[src/rtl/ram_param_init_pkg.sv]
// Shared constants for the parametrised zero-fill RAM: FSM state encoding,
// access opcodes and the address-width helper used by the sub-blocks.
package ram_param_init_pkg;

  localparam logic [0:0] ST_IDLE  = 1'b0;
  localparam logic [0:0] ST_SWEEP = 1'b1;

  localparam logic RD = 1'b1;
  localparam logic WR = 1'b0;

  // A single-word RAM (ADDR_W=0) still carries a 1-bit address bus.
  function automatic int addr_bits(input int aw);
    return (aw > 0) ? aw : 1;
  endfunction

endpackage

[src/rtl/ram_init_seq.sv]
// Zero-fill sequencer: IDLE/SWEEP FSM, sweep counter, busy and the
// access-accept / drop decisions for the RAM front end.
module ram_init_seq
  import ram_param_init_pkg::*;
#(
  parameter int   ADDR_W = 2,
  localparam int  AW     = addr_bits(ADDR_W)
) (
  input  logic          clk,
  input  logic          rst_n,
  input  logic          init,
  input  logic          en,
  output logic          busy,
  output logic          drop,
  output logic          accept,
  output logic          sweep_we,
  output logic [AW-1:0] sweep_addr
);

  localparam logic [AW-1:0] LAST = AW'((1 << ADDR_W) - 1);

  logic [0:0]    state;
  logic [AW-1:0] cnt;

  assign busy       = (state == ST_SWEEP);
  assign sweep_we   = busy;
  assign sweep_addr = cnt;
  // INIT wins over a coincident access, and nothing is accepted mid-sweep.
  assign accept     = en && !init && (state == ST_IDLE);

  // NOTE: sequential state uses non-blocking assignments so every register
  // samples pre-edge values regardless of statement order.
  always_ff @(posedge clk or negedge rst_n) begin
    if (!rst_n) begin
      state <= ST_IDLE;
      cnt   <= '0;
      drop  <= 1'b0;
    end else begin
      // Registered strobe: visible the cycle after the rejected request,
      // aligned with rd_valid and with busy rising.
      drop <= en && !accept;
      case (state)
        ST_IDLE: begin
          if (init) begin
            state <= ST_SWEEP;
            cnt   <= '0;
          end
        end
        default: begin
          if (cnt == LAST) begin
            state <= ST_IDLE;
            cnt   <= '0;
          end else begin
            cnt <= cnt + AW'(1);
          end
        end
      endcase
    end
  end

endmodule

[src/rtl/ram_param_init.sv]
// Parametrised single-port synchronous RAM with registered read, valid
// strobe and a DEPTH-cycle zero-fill sweep started by INIT.
module ram_param_init
  import ram_param_init_pkg::*;
#(
  parameter int  DATA_W = 8,
  parameter int  ADDR_W = 2,
  localparam int AW     = addr_bits(ADDR_W),
  localparam int DEPTH  = 1 << ADDR_W
) (
  input  logic              CLK_,
  input  logic              CLR,
  input  logic              EN,
  input  logic              R_W_,
  input  logic [AW-1:0]     ADDR_,
  input  logic [DATA_W-1:0] data_in,
  output logic [DATA_W-1:0] data_out,
  output logic              rd_valid,
  input  logic              INIT,
  output logic              busy,
  output logic              drop
);

  localparam logic [AW-1:0] ADDR_MASK = AW'(DEPTH - 1);

  logic [DATA_W-1:0] mem [DEPTH];
  logic              accept;
  logic              sweep_we;
  logic [AW-1:0]     sweep_addr;
  logic [AW-1:0]     addr_eff;

  assign addr_eff = ADDR_ & ADDR_MASK;

  ram_init_seq #(.ADDR_W(ADDR_W)) u_seq (
    .clk        (CLK_),
    .rst_n      (CLR),
    .init       (INIT),
    .en         (EN),
    .busy       (busy),
    .drop       (drop),
    .accept     (accept),
    .sweep_we   (sweep_we),
    .sweep_addr (sweep_addr)
  );

  // NOTE: the array is cleared by the asynchronous reset on purpose; this
  // forces flop-based storage, which is intended for these small arrays.
  always_ff @(posedge CLK_ or negedge CLR) begin
    if (!CLR) begin
      for (int i = 0; i < DEPTH; i++) mem[i] <= '0;
      data_out <= '0;
      rd_valid <= 1'b0;
    end else begin
      rd_valid <= 1'b0;
      if (sweep_we) begin
        mem[sweep_addr] <= '0;
      end else if (accept && R_W_ == WR) begin
        mem[addr_eff] <= data_in;
      end
      // data_out is touched only by reads; the sweep leaves it alone.
      if (accept && R_W_ == RD) begin
        data_out <= mem[addr_eff];
        rd_valid <= 1'b1;
      end
    end
  end

endmodule

[config.mk]
export PLATFORM = sky130hd
export DESIGN_NAME = ram_param_init
export DESIGN_NICKNAME = d
export VERILOG_FILES = /design/src/rtl/ram_param_init_pkg.sv /design/src/rtl/ram_init_seq.sv /design/src/rtl/ram_param_init.sv
export SDC_FILE = /design/constraint.sdc
export NUM_CORES = 1
export LEC_CHECK = 0
export CELL_PAD_IN_SITES_DETAIL_PLACEMENT = 0
export CELL_PAD_IN_SITES_GLOBAL_PLACEMENT = 2
export CORE_MARGIN = 2
export CORE_UTILIZATION = 40
export CTS_CLUSTER_DIAMETER = 60
export DETAILED_ROUTE_END_ITERATION = 7
export HOLD_SLACK_MARGIN = 0.1
export PLACE_DENSITY_LB_ADDON = 0.08
export SYNTH_ARGS = -nofsm -noshare
export SYNTH_HDL_FRONTEND = slang
export SYNTH_SLANG_ARGS = --single-unit
[constraint.sdc]
create_clock -name CLK_ -period 3.6 [get_ports CLK_]
set_input_delay 0.36 -clock CLK_ [delete_from_list [all_inputs] [get_ports CLK_]]
set_output_delay 0.36 -clock CLK_ [all_outputs]
set_load 0.02 [all_outputs]
* After elaboration in Yosys (flattened, before gate mapping)
Cells that the tools add are included.
Widths: inputs -> output; s select.
** Word-level totals
- Bits in registers :: 45
- Bits in latches :: 0
- Bits in writable memories :: 0
- Bits in read-only memories :: 0
- Output and inout bits :: 11
- Word-level logic and storage cells :: 49
- Memories :: 0
** Cells by class
- Add/sub/neg operators :: 1
- Multipliers :: 0
- Div/mod/pow operators :: 0
- Order comparisons :: 4
- Equal/unequal tests :: 1
- Shifts and indexed selects :: 0
- Muxes and demuxes :: 17
- Bitwise gates (word level) :: 6
- Reduce and logical (&&, ||, !) cells :: 11
** Operators by type and width (number)
- $mux 32 :: 2
- $and 32x32->32 :: 1
- $bwmux 32 :: 1
- $demux 8 s2 :: 2
- $mux 8 :: 4
- $not 32->32 :: 1
- $bmux 8 s2 :: 1
- $logic_and 1x1->1 :: 7
- $ge 3x3->1 const B :: 2
- $lt 3x1->1 const B :: 2
- $mux 2 :: 3
- $not 2->3 :: 2
- $mux 1 :: 4
- $reduce_bool 2->1 :: 2
- $add 2x1->2 const B :: 1
- $eq 2x2->1 const B :: 1
- $logic_not 1->1 :: 2
- $not 1->1 :: 2

* Depth between registers and ports, before layout
- Depth after elaboration :: 8
- Gate-level depth with buffers :: 5

* Cells and area by module
A second synthesis with hierarchy kept.
** Unflattened totals
- Cells, all modules :: 178
- Area total of the unflattened synthesis :: 2083.2 µm²
** Modules (own cells, without submodules)
- ram_param_init :: instances 1, cells an instance 165, area each 1918.1 µm²
- ram_init_seq :: instances 1, cells an instance 13, area each 165.2 µm²

* Least setup slack after synthesis
Ideal clock, no wire load.
- Path type :: register -> register
- Start point :: register u_seq.state, in the netlist u_seq.busy
- End point :: register mem[24] (netlist bit)
- Setup time :: 0.079 ns
- Arrival :: 1.468 ns
- Setup slack :: 2.053 ns
- Stages on the path, launching flop included :: 6
- Buffers on the path :: 2
- Clock period less this slack :: 1.547 ns
- Cell sequence :: dfrtp_1 > buf_6 > nor4b_4 > nor3b_2 > buf_6 > mux2i_1
** On the way
- Longest elaborated chain between the ends :: 4
- Elaborated cells on any way between the ends :: 5
- Classes of those cells :: 1 x mux; 1 x bitwise; 3 x reduce/logical
** Ends and longest elaborated chain
- from (decl) :: line ram_init_seq.sv:22 : logic [0:0] state;
- from (signal assigned) :: line ram_init_seq.sv:35 : state <= ST_IDLE;
- from (signal assigned) :: line ram_init_seq.sv:45 : state <= ST_SWEEP;
- from (signal assigned) :: line ram_init_seq.sv:51 : state <= ST_IDLE;
- $not 1->1 :: line ram_init_seq.sv:29 : assign accept = en && !init && (state == ST_IDLE);
- $logic_and 1x1->1 :: line ram_init_seq.sv:29
- $logic_and 1x1->1 :: line ram_param_init.sv:57 : end else if (accept && R_W_ == WR) begin
- $reduce_bool 2->1 (no line)
- to (signal, indexed assignment) :: line ram_param_init.sv:58 : mem[addr_eff] <= data_in;
- to (decl) :: line ram_param_init.sv:26 : logic [DATA_W-1:0] mem [DEPTH];
Several ways; a longest one is shown, not always the timed one.
A chain may end at the register's enable or synchronous reset.

* Final worst setup path
- Start point :: input port ADDR_[0]
- End point :: register mem[18] (netlist bit)
** On the way
- Longest elaborated chain between the ends :: 8
- Elaborated cells on any way between the ends :: 9
- Classes of those cells :: 2 x order compare; 5 x mux; 1 x bitwise; 1 x reduce/logical
** Ends and longest elaborated chain
- from (decl) :: line ram_param_init.sv:15 : input logic [AW-1:0] ADDR_,
- $not 2->3 (not written as such) (*) :: line ram_param_init.sv:58
- $ge 3x3->1 (not written as such) or $lt 3x1->1 (tied branches) :: line ram_param_init.sv:58
- $logic_and 1x1->1 (not written as such) :: line ram_param_init.sv:58
- $mux 8 (not written as such) :: line ram_param_init.sv:58
- $demux 8 s2 (*) :: line ram_param_init.sv:58
- $bwmux 32 (*) :: line ram_param_init.sv:58
- $mux 32 (*) :: line ram_param_init.sv:57
- $mux 32 (*) :: line ram_param_init.sv:55 : if (sweep_we) begin
Every way passes the cells marked *; elsewhere a longest branch is shown, timed or not. The select of a mux whose other input is x is not followed.

==> impl_metrics.toml <==
[placement]
io_buffers = 25
dp_hpwl_um = 2937
placed_cell_area_um2 = 2390
gp_congestion = 0.6916

[clock_network]
cts_buffers = 5
postCtsSetupBuffers = 0
cts-root-buf = "clkbuf_8"
cts_tree = "built"
cts_buffer_depth = 2
clock_sinks = 45
clk_pin_slew_ns = 0.08
h-tree-depth = 2
cts_resized = 0
clk_latency_ns = 0.30
ctsHoldBuffers = 0

[critical_path]
crit_type = "in2reg"
crit_chain = "clkdlybuf4s50_1 > nand3b_1 > mux2i_1"
crit_start = "ADDR_[0]"
path_max_fanout = 12
worstPathArrival_ns = 2.23
endpoint_kind = "flip-flop"
critPathLaunchType = "input pin"
crit_buf_inv = 1
crit_required_ns = 3.81
slowest_stage = "clkdlybuf4s50_1"
r2r_start = "u_seq.busy"
max_stage_delay_ns = 0.96
cp_top_family = "buffers and inverters"

[global_routing]
grt.total_usage = 0.1689
grt_max_degree = 46
antenna_found_initial = 0
grt_pass1_wl_um = 7500
grt_overflow = 0
grt_pass1_vias = 1438

[logic_synthesis]
synth.distinct_cells = 18
syn-instance-count = 161
synth_edf_count = 0
ys_seq_elements = 45
async_reset_ff_frac = 1.000
yosysSeqAreaShare = 0.5354
avgSynthCellArea_um2 = 13.06
ys_warn_count = 0
synth_area_um2 = 2103
synthFlopType = "dfrtp_1"
syn_nets = 180

[floorplan]
dieArea_um2 = 5855
rows = 26
initial_core_util = 0.4144
coreArea_um2 = 5075
io_pins = 26
die_w_um = 76.52
die_h_um = 76.52

[power]
vdd_ir_drop_max_v = 0.0002902
p_leak_uw = 0.001269
power.density_nw_per_um2 = 563.1

[timing]
min_period_over_period = 0.5615
fin_setup_tns_ns = 0
fmax_mhz = 494.7
rsz0062_at_grt = "no"
period_needed_ns = 2.021
slew_headroom = 0.3180
holdWs_ns = 0.2370
tightest_slew_ns = 1.023
fin_worst_skew_ns = 0.005034
drv_slew = 0
hold_viol = 0
setup_viol = 0

[flow_run]
cap_violations = 0

[routing]
drt_iter0_markers = 94
drtAntennaViolNets = 0
vias = 1321
first_pass_iters = 4
remaining_drc_errors = 0
wirelength_um = 4428
via_per_inst = 5.140
routedWlPerCell_um = 17.23

[layout]
final_common_cell = "dfrtp_1"
final_cell_mix = "45 x dfrtp_1, 36 x nand2_1, 32 x mux2i_1, 24 x clkdlybuf4s50_1, 10 x inv_1"
fin_area_um2 = 2494
drive_gt1_frac = 0.1658
areaGrowthSynthToFinish_pct = 18.56
antennaDiodeCount = 0
fillers = 478
final_util = 0.4914
nets = 206

[run_status]
status = "finished, final reports clean"

[min_path]
hold_path.class = "in2async"
[state kept, by name, summed over array words and instances (netlist names)]
signal            count
u_seq.sweep_addr      2
mem                  32
u_seq.drop            1
u_seq.busy            1
data_out              8
rd_valid              1
[cell type report]
cell class	count	area, µm²	share of cell area
well taps	70	87.58	0.03512
inverters	10	37.54	0.01505
repair buffers	26	252.7	0.1014
clock inverters	2	35.03	0.01405
flip-flops and latches	45	1126	0.4516
multi-input cells	99	885.9	0.3552
clock buffers	5	68.82	0.02760
[synthesized netlist by cell type (2+ instances only)]
| master | number | area (µm²) |
|---|---|---|
| buf_2 | 4 | 20.02 |
| buf_6 | 3 | 33.78 |
| dfrtp_1 | 45 | 1126 |
| ha_1 | 4 | 50.05 |
| inv_1 | 10 | 37.54 |
| mux2_2 | 9 | 101.4 |
| mux2i_1 | 32 | 320.3 |
| mux4_2 | 8 | 180.2 |
| nand2_1 | 36 | 135.1 |
| nand3b_1 | 2 | 15.01 |
[power breakdown]
| group | internal (µW) | switching (µW) | leakage, µW |
|---|---|---|---|
| clock network | 202 | 169 | 0.0000540 |
| logic | 175 | 208 | 0.000601 |
| registers | 590 | 60.7 | 0.000614 |
[logic make-up (layout without fill, tap and decap cells)]
group / after synthesis / count (layout) / share of synthesized area
flops: 45 / 45 / 0.5354
compound gates: 2 / 2 / 0.007137
mux: 49 / 49 / 0.2861
simple gates: 44 / 44 / 0.1041
fa+ha+maj: 4 / 4 / 0.02380
buf+inv: 17 / 43 / 0.04343
[path summary, 6_finish.rpt]
| kind | end | slack [ns] | cells past startpoint |
|---|---|---|---|
| worst max-delay path | mem[18] | 1.58 | 3 |
| worst min-delay path | data_out[5] | 0.24 | 1 |
| worst max register to register | mem[13] | 1.76 | 3 |
| worst min register to register | data_out[3] | 0.51 | 1 |
| max in group asynchronous | u_seq.sweep_addr[0] | 2.73 | 1 |
| min in group CLK_ | data_out[3] | 0.51 | 1 |
[stage by stage]
step	std cells	power [µW]	worst slack, ns
after detailed placement	250	1053	1.217
after global routing	257	1492	1.368
after global placement	250	1037	1.258
after CTS	257	1425	1.503
final	257	1404	1.579
after floorplan	161	884.4	2.053
[routing by layer]
| layer | track usage | part of all wire | up-vias |
|---|---|---|---|
| li1 | - | - | 600 |
| met1 | 0.2117 | 0.43 | 675 |
| met2 | 0.2805 | 0.51 | 37 |
| met3 | 0.04265 | 0.040 | 9 |
| met4 | 0.06727 | 0.018 | 0 |
| met5 | 0 | 0 | - |
Power figures use the tool's default switching activity.
